File: src/rtl/multdiv_unit_if.sv
// multdiv_unit_if: start/operand/result bundle between the execute
// stage (master) and the iterative multiply/divide unit (slave).
//   master drives : ctrl_MULT, ctrl_DIV, data_operandA, data_operandB
//   slave drives  : data_result, data_exception, data_resultRDY, busy
interface multdiv_unit_if #(
    parameter int WIDTH = 32
);
    logic             ctrl_MULT;
    logic             ctrl_DIV;
    logic [WIDTH-1:0] data_operandA;
    logic [WIDTH-1:0] data_operandB;
    logic [WIDTH-1:0] data_result;
    logic             data_exception;
    logic             data_resultRDY;
    logic             busy;

    modport master (
        output ctrl_MULT,
        output ctrl_DIV,
        output data_operandA,
        output data_operandB,
        input  data_result,
        input  data_exception,
        input  data_resultRDY,
        input  busy
    );

    modport slave (
        input  ctrl_MULT,
        input  ctrl_DIV,
        input  data_operandA,
        input  data_operandB,
        output data_result,
        output data_exception,
        output data_resultRDY,
        output busy
    );
endinterface

File: src/rtl/multdiv_unit.sv
// multdiv_unit: iterative signed 32-bit multiply (shift-add) and
// divide (restoring), 32 iterations each, one-cycle result strobe.
//   clock   : rising-edge clock
//   reset_n : asynchronous active-low reset
//   bus     : slave side of multdiv_unit_if
//             in  ctrl_MULT/ctrl_DIV start pulses, operands A/B
//             out data_result, data_exception, data_resultRDY, busy
module multdiv_unit #(
    parameter int WIDTH = 32
) (
    input logic           clock,
    input logic           reset_n,
    multdiv_unit_if.slave bus
);

    localparam int         W2   = 2 * WIDTH;
    localparam logic [5:0] LAST = 6'd31;

    typedef enum logic [1:0] {
        IDLE = 2'd0,
        RUN  = 2'd1,
        DONE = 2'd2
    } state_t;

    state_t           state_q, state_d;
    logic [5:0]       cnt_q, cnt_d;
    // mult: {partial product, multiplier}
    // div : {remainder, dividend/quotient}
    logic [W2-1:0]    acc_q, acc_d;
    // mult: |A| (added); div: |B| (subtracted)
    logic [WIDTH-1:0] opnd_q, opnd_d;
    logic             mul_q, mul_d;
    logic             neg_q, neg_d;
    logic             dz_q, dz_d;
    logic             ovf_q, ovf_d;
    logic [WIDTH-1:0] res_q, res_d;
    logic             exc_q, exc_d;
    logic             rdy_q, rdy_d;

    logic             start;
    logic             start_dz;
    logic             a_neg, b_neg;
    logic [WIDTH-1:0] mag_a, mag_b;

    logic [WIDTH:0]   mul_sum;
    logic [W2-1:0]    mul_nxt;
    logic [WIDTH:0]   sh_rem;
    logic [WIDTH:0]   trial;
    logic [W2-1:0]    div_nxt;

    logic [W2-1:0]    prod;
    logic [WIDTH-1:0] quo;
    logic [WIDTH-1:0] fin_res;
    logic             fin_exc;

    // Both controls high at once is not a start.
    assign start    = bus.ctrl_MULT ^ bus.ctrl_DIV;
    assign start_dz = bus.ctrl_DIV & (bus.data_operandB == '0);

    assign a_neg = bus.data_operandA[WIDTH-1];
    assign b_neg = bus.data_operandB[WIDTH-1];
    // 0x80000000 maps to itself, which is the correct unsigned magnitude.
    assign mag_a = a_neg ? -bus.data_operandA : bus.data_operandA;
    assign mag_b = b_neg ? -bus.data_operandB : bus.data_operandB;

    // Shift-add step: conditional add into the upper half, carry kept
    // so the right shift brings it back in at the top.
    assign mul_sum = {1'b0, acc_q[W2-1:WIDTH]}
                   + (acc_q[0] ? {1'b0, opnd_q} : '0);
    assign mul_nxt = {mul_sum, acc_q[WIDTH-1:1]};

    // Restoring step: remainder < |B| so the shifted value is < 2|B|,
    // and bit WIDTH of the trial difference is a clean borrow flag.
    assign sh_rem  = {acc_q[W2-1:WIDTH], acc_q[WIDTH-1]};
    assign trial   = sh_rem - {1'b0, opnd_q};
    assign div_nxt = trial[WIDTH]
                   ? {sh_rem[WIDTH-1:0], acc_q[WIDTH-2:0], 1'b0}
                   : {trial[WIDTH-1:0],  acc_q[WIDTH-2:0], 1'b1};

    // Sign fix-up applied when leaving DONE.
    assign prod = neg_q ? -acc_q : acc_q;
    assign quo  = neg_q ? -acc_q[WIDTH-1:0] : acc_q[WIDTH-1:0];

    always_comb begin
        fin_res = '0;
        fin_exc = 1'b0;
        if (dz_q) begin
            fin_res = '0;
            fin_exc = 1'b1;
        end else if (mul_q) begin
            fin_res = prod[WIDTH-1:0];
            fin_exc = prod[W2-1:WIDTH] != {WIDTH{prod[WIDTH-1]}};
        end else begin
            fin_res = quo;
            fin_exc = ovf_q;
        end
    end

    // State register
    always_ff @(posedge clock or negedge reset_n) begin
        if (!reset_n) begin
            state_q <= IDLE;
        end else begin
            state_q <= state_d;
        end
    end

    // Next state: a start in any state (re)launches; divide by zero
    // skips the iterations entirely.
    always_comb begin
        state_d = state_q;
        if (start) begin
            state_d = start_dz ? DONE : RUN;
        end else begin
            case (state_q)
                IDLE:    state_d = IDLE;
                RUN:     state_d = (cnt_q == LAST) ? DONE : RUN;
                DONE:    state_d = IDLE;
                default: state_d = IDLE;
            endcase
        end
    end

    // Outputs
    always_comb begin
        bus.busy           = state_q != IDLE;
        bus.data_result    = res_q;
        bus.data_exception = exc_q;
        bus.data_resultRDY = rdy_q;
    end

    // Datapath next state. DONE is the final cycle of an operation,
    // so its result is published even if a new start lands on the
    // same edge; a start during RUN simply overwrites the datapath.
    always_comb begin
        cnt_d  = cnt_q;
        acc_d  = acc_q;
        opnd_d = opnd_q;
        mul_d  = mul_q;
        neg_d  = neg_q;
        dz_d   = dz_q;
        ovf_d  = ovf_q;
        res_d  = res_q;
        exc_d  = exc_q;
        rdy_d  = 1'b0;

        if (state_q == DONE) begin
            res_d = fin_res;
            exc_d = fin_exc;
            rdy_d = 1'b1;
        end

        if (start) begin
            cnt_d  = '0;
            mul_d  = bus.ctrl_MULT;
            neg_d  = a_neg ^ b_neg;
            dz_d   = start_dz;
            ovf_d  = bus.ctrl_DIV
                   & (bus.data_operandA == {1'b1, {(WIDTH-1){1'b0}}})
                   & (bus.data_operandB == {WIDTH{1'b1}});
            opnd_d = bus.ctrl_MULT ? mag_a : mag_b;
            acc_d  = {{WIDTH{1'b0}}, bus.ctrl_MULT ? mag_b : mag_a};
        end else if (state_q == RUN) begin
            cnt_d = cnt_q + 6'd1;
            acc_d = mul_q ? mul_nxt : div_nxt;
        end
    end

    always_ff @(posedge clock or negedge reset_n) begin
        if (!reset_n) begin
            cnt_q  <= '0;
            acc_q  <= '0;
            opnd_q <= '0;
            mul_q  <= 1'b0;
            neg_q  <= 1'b0;
            dz_q   <= 1'b0;
            ovf_q  <= 1'b0;
            res_q  <= '0;
            exc_q  <= 1'b0;
            rdy_q  <= 1'b0;
        end else begin
            cnt_q  <= cnt_d;
            acc_q  <= acc_d;
            opnd_q <= opnd_d;
            mul_q  <= mul_d;
            neg_q  <= neg_d;
            dz_q   <= dz_d;
            ovf_q  <= ovf_d;
            res_q  <= res_d;
            exc_q  <= exc_d;
            rdy_q  <= rdy_d;
        end
    end

endmodule

File: src/flat_wrapper.sv
// flat-port wrapper written by rule: the top's interface ports become plain ports
module multdiv_unit_flat 
#(
    parameter int WIDTH = 32
)
  (clock, reset_n, bus_ctrl_MULT, bus_ctrl_DIV, bus_data_operandA, bus_data_operandB, bus_data_result, bus_data_exception, bus_data_resultRDY, bus_busy);
  multdiv_unit_if #(.WIDTH(WIDTH)) bus_i ();
  input logic clock;
  input logic reset_n;
  input wire logic [$bits(bus_i.ctrl_MULT)-1:0] bus_ctrl_MULT;
  input wire logic [$bits(bus_i.ctrl_DIV)-1:0] bus_ctrl_DIV;
  input wire logic [$bits(bus_i.data_operandA)-1:0] bus_data_operandA;
  input wire logic [$bits(bus_i.data_operandB)-1:0] bus_data_operandB;
  output wire logic [$bits(bus_i.data_result)-1:0] bus_data_result;
  output wire logic [$bits(bus_i.data_exception)-1:0] bus_data_exception;
  output wire logic [$bits(bus_i.data_resultRDY)-1:0] bus_data_resultRDY;
  output wire logic [$bits(bus_i.busy)-1:0] bus_busy;
  assign bus_i.ctrl_MULT = bus_ctrl_MULT;
  assign bus_i.ctrl_DIV = bus_ctrl_DIV;
  assign bus_i.data_operandA = bus_data_operandA;
  assign bus_i.data_operandB = bus_data_operandB;
  assign bus_data_result = bus_i.data_result;
  assign bus_data_exception = bus_i.data_exception;
  assign bus_data_resultRDY = bus_i.data_resultRDY;
  assign bus_busy = bus_i.busy;
  multdiv_unit #(.WIDTH(WIDTH)) u_core (.clock(clock), .reset_n(reset_n), .bus(bus_i));
endmodule
File: config.mk
export PLATFORM = sky130hd
export DESIGN_NAME = multdiv_unit_flat
export DESIGN_NICKNAME = d
export VERILOG_FILES = /design/src/rtl/multdiv_unit_if.sv /design/src/rtl/multdiv_unit.sv /design/src/flat_wrapper.sv
export SDC_FILE = /design/constraint.sdc
export NUM_CORES = 1
export LEC_CHECK = 0
export ABC_CLOCK_PERIOD_IN_PS = 5100
export CORE_MARGIN = 2
export CORE_UTILIZATION = 60
export DETAILED_ROUTE_END_ITERATION = 8
export GPL_ROUTABILITY_DRIVEN = 0
export PLACE_DENSITY = 0.81
export SYNTH_ARGS = -nofsm -noshare
export SYNTH_HDL_FRONTEND = slang
export SYNTH_SLANG_ARGS = --single-unit
File: constraint.sdc
create_clock -name clock -period 5.1 [get_ports clock]
set_clock_uncertainty 0.1 [all_clocks]
set_input_delay 1.02 -clock clock [delete_from_list [all_inputs] [get_ports clock]]
set_output_delay 1.02 -clock clock [all_outputs]
set_load 0.1 [all_outputs]
==> impl_metrics.yaml <==
floorplan:
  dieArea_um2: 24200
  initial_core_util: 0.609
  coreArea_um2: 22600
  fp-row-count: 55
  chipWidth_um: 156
  io_pins: 103
  die_h_um: 156
job:
  cap_violations: 0
synthesis:
  synthMuxAreaShare: 0.0453
  synth_simple_gate_area_frac: 0.200
  synthTopCellsByArea: "dfrtp_1 (26%), ha_1 (6.3%), o21ai_0 (6.1%), xnor2_1 (5.5%), xor2_1 (5.4%)"
  synth_top_cell_by_area: "dfrtp_1"
  syn_inst: 1784
  ys_types: 78
  netlist_area_um2: 13800
  synthArstFlopShare: 1.00
  synth.net_count: 1923
  ys.flop_type: "dfrtp_1"
  synth_top_family_by_area: "compound AO/OA/AOI/OAI gates"
  ys_seq_area_frac: 0.258
  synth_compound_area_frac: 0.272
  synthAdderAreaFrac: 0.0655
  syn_area_per_cell_um2: 7.73
  ys_seq_elements: 142
  yosys_warnings: 0
  yosys.area.top_type_share: 0.258
  synth_edf_count: 0
  synth-xor-area-share: 0.109
timing:
  hold_ws_ps: 383
  fmax_ghz: 0.219
  min_period_ps: 4570
  final_max_slew_viol_count: 0
  period_share: 0.897
  setup_tns_ps: 0
  relSlewSlack: 0.291
  hold_viol: 0
  rsz0062_at_grt: "false"
  tightest_slew_ps: 1060
  finalSetupViolCount: 0
place:
  placedInstanceArea_um2: 15000
  post-place-cells: 2090
  io_buffers: 102
  hpwl_um: 33200
global_routing:
  grt.total_usage: 0.371
  grt_overflow: 0
  grt_pass1_vias: 13400
  antenna_found_initial: 1
  grt_pass1_wl_um: 71300
  grt_max_degree: 107
clocking:
  clock_latency_ps: 440
  clockBufferDepth: 2
  clk_pin_slew_ps: 70
  cts_setup_buffers: 0
  numClockSinks: 142
  cts_root_buf: "clkbuf_16"
  cts_buffers: 17
  clock_tree.htree_level_count: 4
  cts_tree: "done"
  hold_buffers: 0
  cts-resized-gates: 0
power_and_ir_drop:
  intPower_mw: 3.47
  total_leakage_power_nw: 6.63
  clkPwrFrac: 0.192
  combPwrFrac: 0.539
  peakVddDrop_v: 0.000298
  cellPowerDensity_nw_per_um2: 428
  p_sw_mw: 3.21
  p_seq_frac: 0.269
  swShare: 0.480
route:
  met2WireLength_um: 19100
  ant_nets: 0
  wl_per_cell_um: 21.0
  drc: 0
  routed_wl_um: 44600
  firstDrtPassIters: 6
  drt-met1-wl_um: 17500
  top_layer: "met5"
  viasPerCell: 6.79
  vias: 14400
  drt_iter0_drc: 1896
  wl_met3_um: 5810
critical_path:
  worstSetupStartpointType: "input pin"
  cp.required_ps: 5310
  cp_max_fo: 4
  cp.arrival_ps: 4790
  end_kind: "flop"
  critPathKind: "input pin to flop"
  r2r_setup_slack_ps: 810
cells_and_area:
  antenna_cells: 0
  area_delta_synth_final_pct: 13.2
  drive_gt1_frac: 0.0555
  finish.instance_area_um2: 15600
  final_nets: 1963
  instances_no_fill: 2122
worst_hold_path:
  hold_path_class: "flop to flop"
status:
  status: "finished clean"
==> final cells by class <==
class	instances	area [um^2]
Multi-Input combinational cell	1458	9550
Fill cell	1835	7030
Sequential cell	142	3560
Timing Repair Buffer	138	1280
Clock buffer	17	425
Tap cell	285	357
Inverter	67	251
Clock inverter	15	189
==> sequential cells by signal, summed over array words and instances (netlist names) <==
name / count
u_core.acc_q: 64
u_core.bus.data_resultRDY: 1
u_core.mul_q: 1
u_core.state_q: 2
u_core.ovf_q: 1
u_core.bus.data_result: 32
u_core.dz_q: 1
u_core.opnd_q: 32
u_core.neg_q: 1
u_core.bus.data_exception: 1
u_core.cnt_q: 6
==> placed cells by master, fill, tap and decap left out, types with 10 or more instances in the layout <==
cell type,count
nor2_1,138
or3_1,17
xnor2_1,85
clkbuf_16,17
o21ai_0,169
o211ai_1,28
a31oi_1,20
a211oi_1,19
or4_1,17
a22oi_1,12
ha_1,69
o21a_1,15
o22ai_1,19
nand4_1,30
buf_4,37
or2_2,10
clkdlybuf4s50_1,99
a21oi_1,133
nand3_1,35
nor4_1,23
a21o_1,25
o41ai_1,26
o31ai_1,38
inv_1,67
dfrtp_1,140
mux2i_1,58
xor2_1,85
nand2_1,187
nor2b_1,18
nor3_1,33
nand2b_1,19
==> power groups by stage <==
| stage | Combinational (mW) | Sequential (mW) | Clock (mW) |
|---|---|---|---|
| after floorplan | 2.75 | 1.54 | 0 |
| after global placement | 3.36 | 1.76 | 0 |
| after detailed placement | 3.46 | 1.77 | 0 |
| after CTS | 3.50 | 1.75 | 1.29 |
| after global routing | 3.94 | 1.81 | 1.33 |
| final | 3.60 | 1.79 | 1.28 |
==> path summary, 6_finish.rpt <==
kind | from | end | cells after the start
min in group asynchronous | reset_n | u_core.opnd_q[0]$_DFFE_PN0N_ | 1
min | u_core.bus.data_result[17]$_DFFE_PN0P_ | u_core.bus.data_result[17]$_DFFE_PN0P_ | 2
max | bus_data_operandB[4] | u_core.opnd_q[30]$_DFFE_PN0N_ | 11
max reg2reg | u_core.acc_q[31]$_DFFE_PN0P_ | u_core.acc_q[33]$_DFFE_PN0P_ | 15
min reg2reg | u_core.bus.data_result[17]$_DFFE_PN0P_ | u_core.bus.data_result[17]$_DFFE_PN0P_ | 2
max in group asynchronous | reset_n | u_core.acc_q[44]$_DFFE_PN0P_ | 2
==> worst max-delay path, stage by stage <==
cell and delay (ps):
clkdlybuf4s50_1 480, or4_1 570, nor4_2 250, or4b_1 550
nand2b_1 240, or3_1 410, or4_1 470, o41ai_1 330
xor2_1 230, a22oi_1 80, a21boi_1 150
==> synthesized netlist by cell type, types with 35 or more instances <==
master / number
nor2_1: 140
a21oi_1: 133
clkbuf_1: 98
dfrtp_1: 142
nand3_1: 35
o21ai_0: 169
xor2_1: 85
mux2i_1: 58
nand2_1: 187
o31ai_1: 38
ha_1: 69
inv_1: 67
xnor2_1: 86
==> per-layer routing <==
layer  GRT usage  vias to the layer above
li1            -                     6652
met1       0.502                     6690
met2       0.560                      896
met3       0.101                      166
met4       0.160                        2
met5           0                        -
==> kinds of logic after synthesis <==
family / after synthesis
AO/OA/AOI/OAI: 585
flip-flops: 142
XOR/XNOR: 171
adder cells (fa/ha/maj): 71
AND/OR/NAND/NOR: 569
buffers and inverters: 184
multiplexers: 62
==> per-stage QoR <==
step | power, mW | utilization | setup slack (ps)
2_1_floorplan | 4.29 | - | 831
3_3_place_gp | 5.12 | 0.663 | 164
4_1_cts | 6.53 | 0.690 | 520
3_5_place_dp | 5.23 | 0.663 | 73.2
6_report | 6.67 | 0.690 | 525
5_1_grt | 7.07 | 0.690 | 229
Power figures use the tool's default switching activity.
==> RTL edit, RTL diff (same flow settings) <==
Re-encode `state_t` (3 states) as one-hot, 3 bits wide.
--- a/src/rtl/multdiv_unit.sv
+++ b/src/rtl/multdiv_unit.sv
@@ -16,10 +16,10 @@
     localparam int         W2   = 2 * WIDTH;
     localparam logic [5:0] LAST = 6'd31;
 
-    typedef enum logic [1:0] {
-        IDLE = 2'd0,
-        RUN  = 2'd1,
-        DONE = 2'd2
+    typedef enum logic [2:0] {
+        IDLE = 3'b001,
+        RUN  = 3'b010,
+        DONE = 3'b100
     } state_t;
 
     state_t           state_q, state_d;
Check against the original RTL: no difference found for any inputs over 10 cycles, from zero or initial values and one cycle with reset_n low; not proved beyond that.
==> RTL edit against the original RTL <==
Sequential cell count is 1 higher; setup slack gained 97 ps; largest power group unchanged; highest routed layer is now met4; largest cell class unchanged; cell area increased by 5.8%; critical endpoint is now u_core.acc_q[49]; synthesized cell count rose by 8.3%; wire length is 11% higher; hold slack worse by 4.3 ps; area after synthesis increased by 6.8%; total power grew 28%.
==> RTL edit: results (changes against the original RTL) <==
metric;value;unit;change
clk_lat worst skew;450;ps;
Slew Viols, Final;0;;unchanged
clock-pin slew on the worst setup and hold paths;70;ps;about the same
complex-gate fraction of the synthesized area;27.2;%;+0.079 points
adder-cell area share of the yosys netlist;6.13;%;-0.42 points
post-synth cell types;82;;+5.1%
Syn. warnings;0;;unchanged
mux contribution to synthesized area;5.59;%;+1.1 points
Antenna Cells;0;;unchanged
Largest register FFs;64;;unchanged
Longest Clk Path Bufs;2;;unchanged
Layout Nets;2099;;+6.9%
VDD IR-drop max;0.303;mV;+1.8%
placed cell area;15900;um^2;+6.0%
Synth area leaders;dfrtp_1 24%, o21ai_0 6.4%, ha_1 5.9%;;
Final HPWL DP;36500;um;+10%
antenna violations before repair;0;;-1
postcts setup bufs;0;;unchanged
pre-CTS WS;755;ps;+682 ps
crit path DAT;4670;ps;-120 ps
fraction of layout cells with a size suffix above 1;5.73;%;+0.17 points
via count;15700;;+9.2%
post-synthesis sequential area ratio;24.3;%;-1.5 points
fill count;2053;;+12%
crit-path max FO;24;;+20
max incr delay on CP;520;ps;-50 ps
routed len/inst;21.5;um;+2.5%
post-synthesis xor/xnor area fraction;9.75;%;-1.1 points
GRT Total Usage;37.9;%;+0.74 points
port bufs;102;;unchanged
Worst-Margin Slew;1340;ps;+277 ps
drt first-iter violations;2177;;+15%
CTS resizes;0;;unchanged
Leak;6.99;nW;+5.5%
Top reg by flops;u_core.acc_q;;
CP max stage cell;dfrtp_1;;
Num CTS Buffers;17;;unchanged
worst min path class;reg2reg;;
H-tree levels;4;;unchanged
Synth top cells by count;201 x nand2_1, 187 x o21ai_0, 148 x a21oi_1, 148 x nor2_1, 142 x dfrtp_1;;
vias in the first global route;14400;;+7.9%
first-pass GRT wire length;78000;um;+9.4%
Clock Tree Root;clkbuf_16;;
largest net degree at the start of global routing;96;;-10%
DR pass1 iterations;8;;+2
status;completed;;
post-synthesis async set-or-reset flop share;100;%;unchanged
Main synth FF type;dfrtp_1;;
## RTL edit: worst paths after layout
| path | startpoint | to | slack (ps) | depth (start not counted) |
|---|---|---|---|---|
| worst max-delay path | u_core.acc_q[31] | u_core.acc_q[49] | 620 | 14 |
| worst min-delay path | u_core.bus.data_result[26] | u_core.bus.data_result[26] | 380 | 2 |
| worst max register to register | u_core.acc_q[31] | u_core.acc_q[49] | 620 | 14 |
| worst min register to register | u_core.bus.data_result[26] | u_core.bus.data_result[26] | 380 | 2 |
| max in group asynchronous | reset_n | u_core.acc_q[42] | 3410 | 2 |
| min in group asynchronous | reset_n | u_core.acc_q[9] | 520 | 1 |
## RTL edit: logic make-up (layout without fill, tap and decap cells)
logic type                 Yosys count  count (layout)
and+or+nand+nor                    649             649
muxes                               81              81
DFF                                143             143
xor gates and xnor gates           164             164
AOI/OAI and AO/OA                  628             628
buffers and inverters              196             237
adders and majority gates           71              71
## RTL edit: report_power, final
| part | internal [mW] | switching [mW] |
|---|---|---|
| Sequential | 1.39 | 0.658 |
| Combinational | 2.05 | 3.12 |
| Clock | 0.668 | 0.637 |
| Total | 4.11 | 4.41 |
## RTL edit: per-stage QoR
stage | hold WS [ps] | cells
2_1_floorplan | 343 | 1932
3_3_place_gp | 361 | 2265
3_5_place_dp | 370 | 2265
4_1_cts | 385 | 2297
5_1_grt | 403 | 2297
6_report | 378 | 2297
## RTL edit: area by class of cell
cell class,instances,area (um^2),area share [%]
tap,324,405,2.45
clock inverter,15,191,1.16
inverter,75,282,1.70
multi-input combinational,1593,10400,62.9
sequential,143,3580,21.7
timing repair buffer,130,1240,7.49
clock buffer,17,425,2.57
## RTL edit: critical path: cells and delay by family, from the launching register on
kind | cells | cell delay (ps)
AO/OA/AOI/OAI | 7 | 1880
AND/OR/NAND/NOR | 2 | 580
flip-flops | 1 | 520
adder cells (fa/ha/maj) | 2 | 630
buffers and inverters | 3 | 600
## RTL edit: routing by layer
| layer | GRT usage (%) | share of wire [%] | up-vias |
|---|---|---|---|
| met4 | 18.2 | 5.0 | 0 |
| met5 | 0 | 0 | - |
| met2 | 56.2 | 43 | 1026 |
| met1 | 52.4 | 39 | 7310 |
| met3 | 8.47 | 13 | 178 |
| li1 | - | - | 7215 |
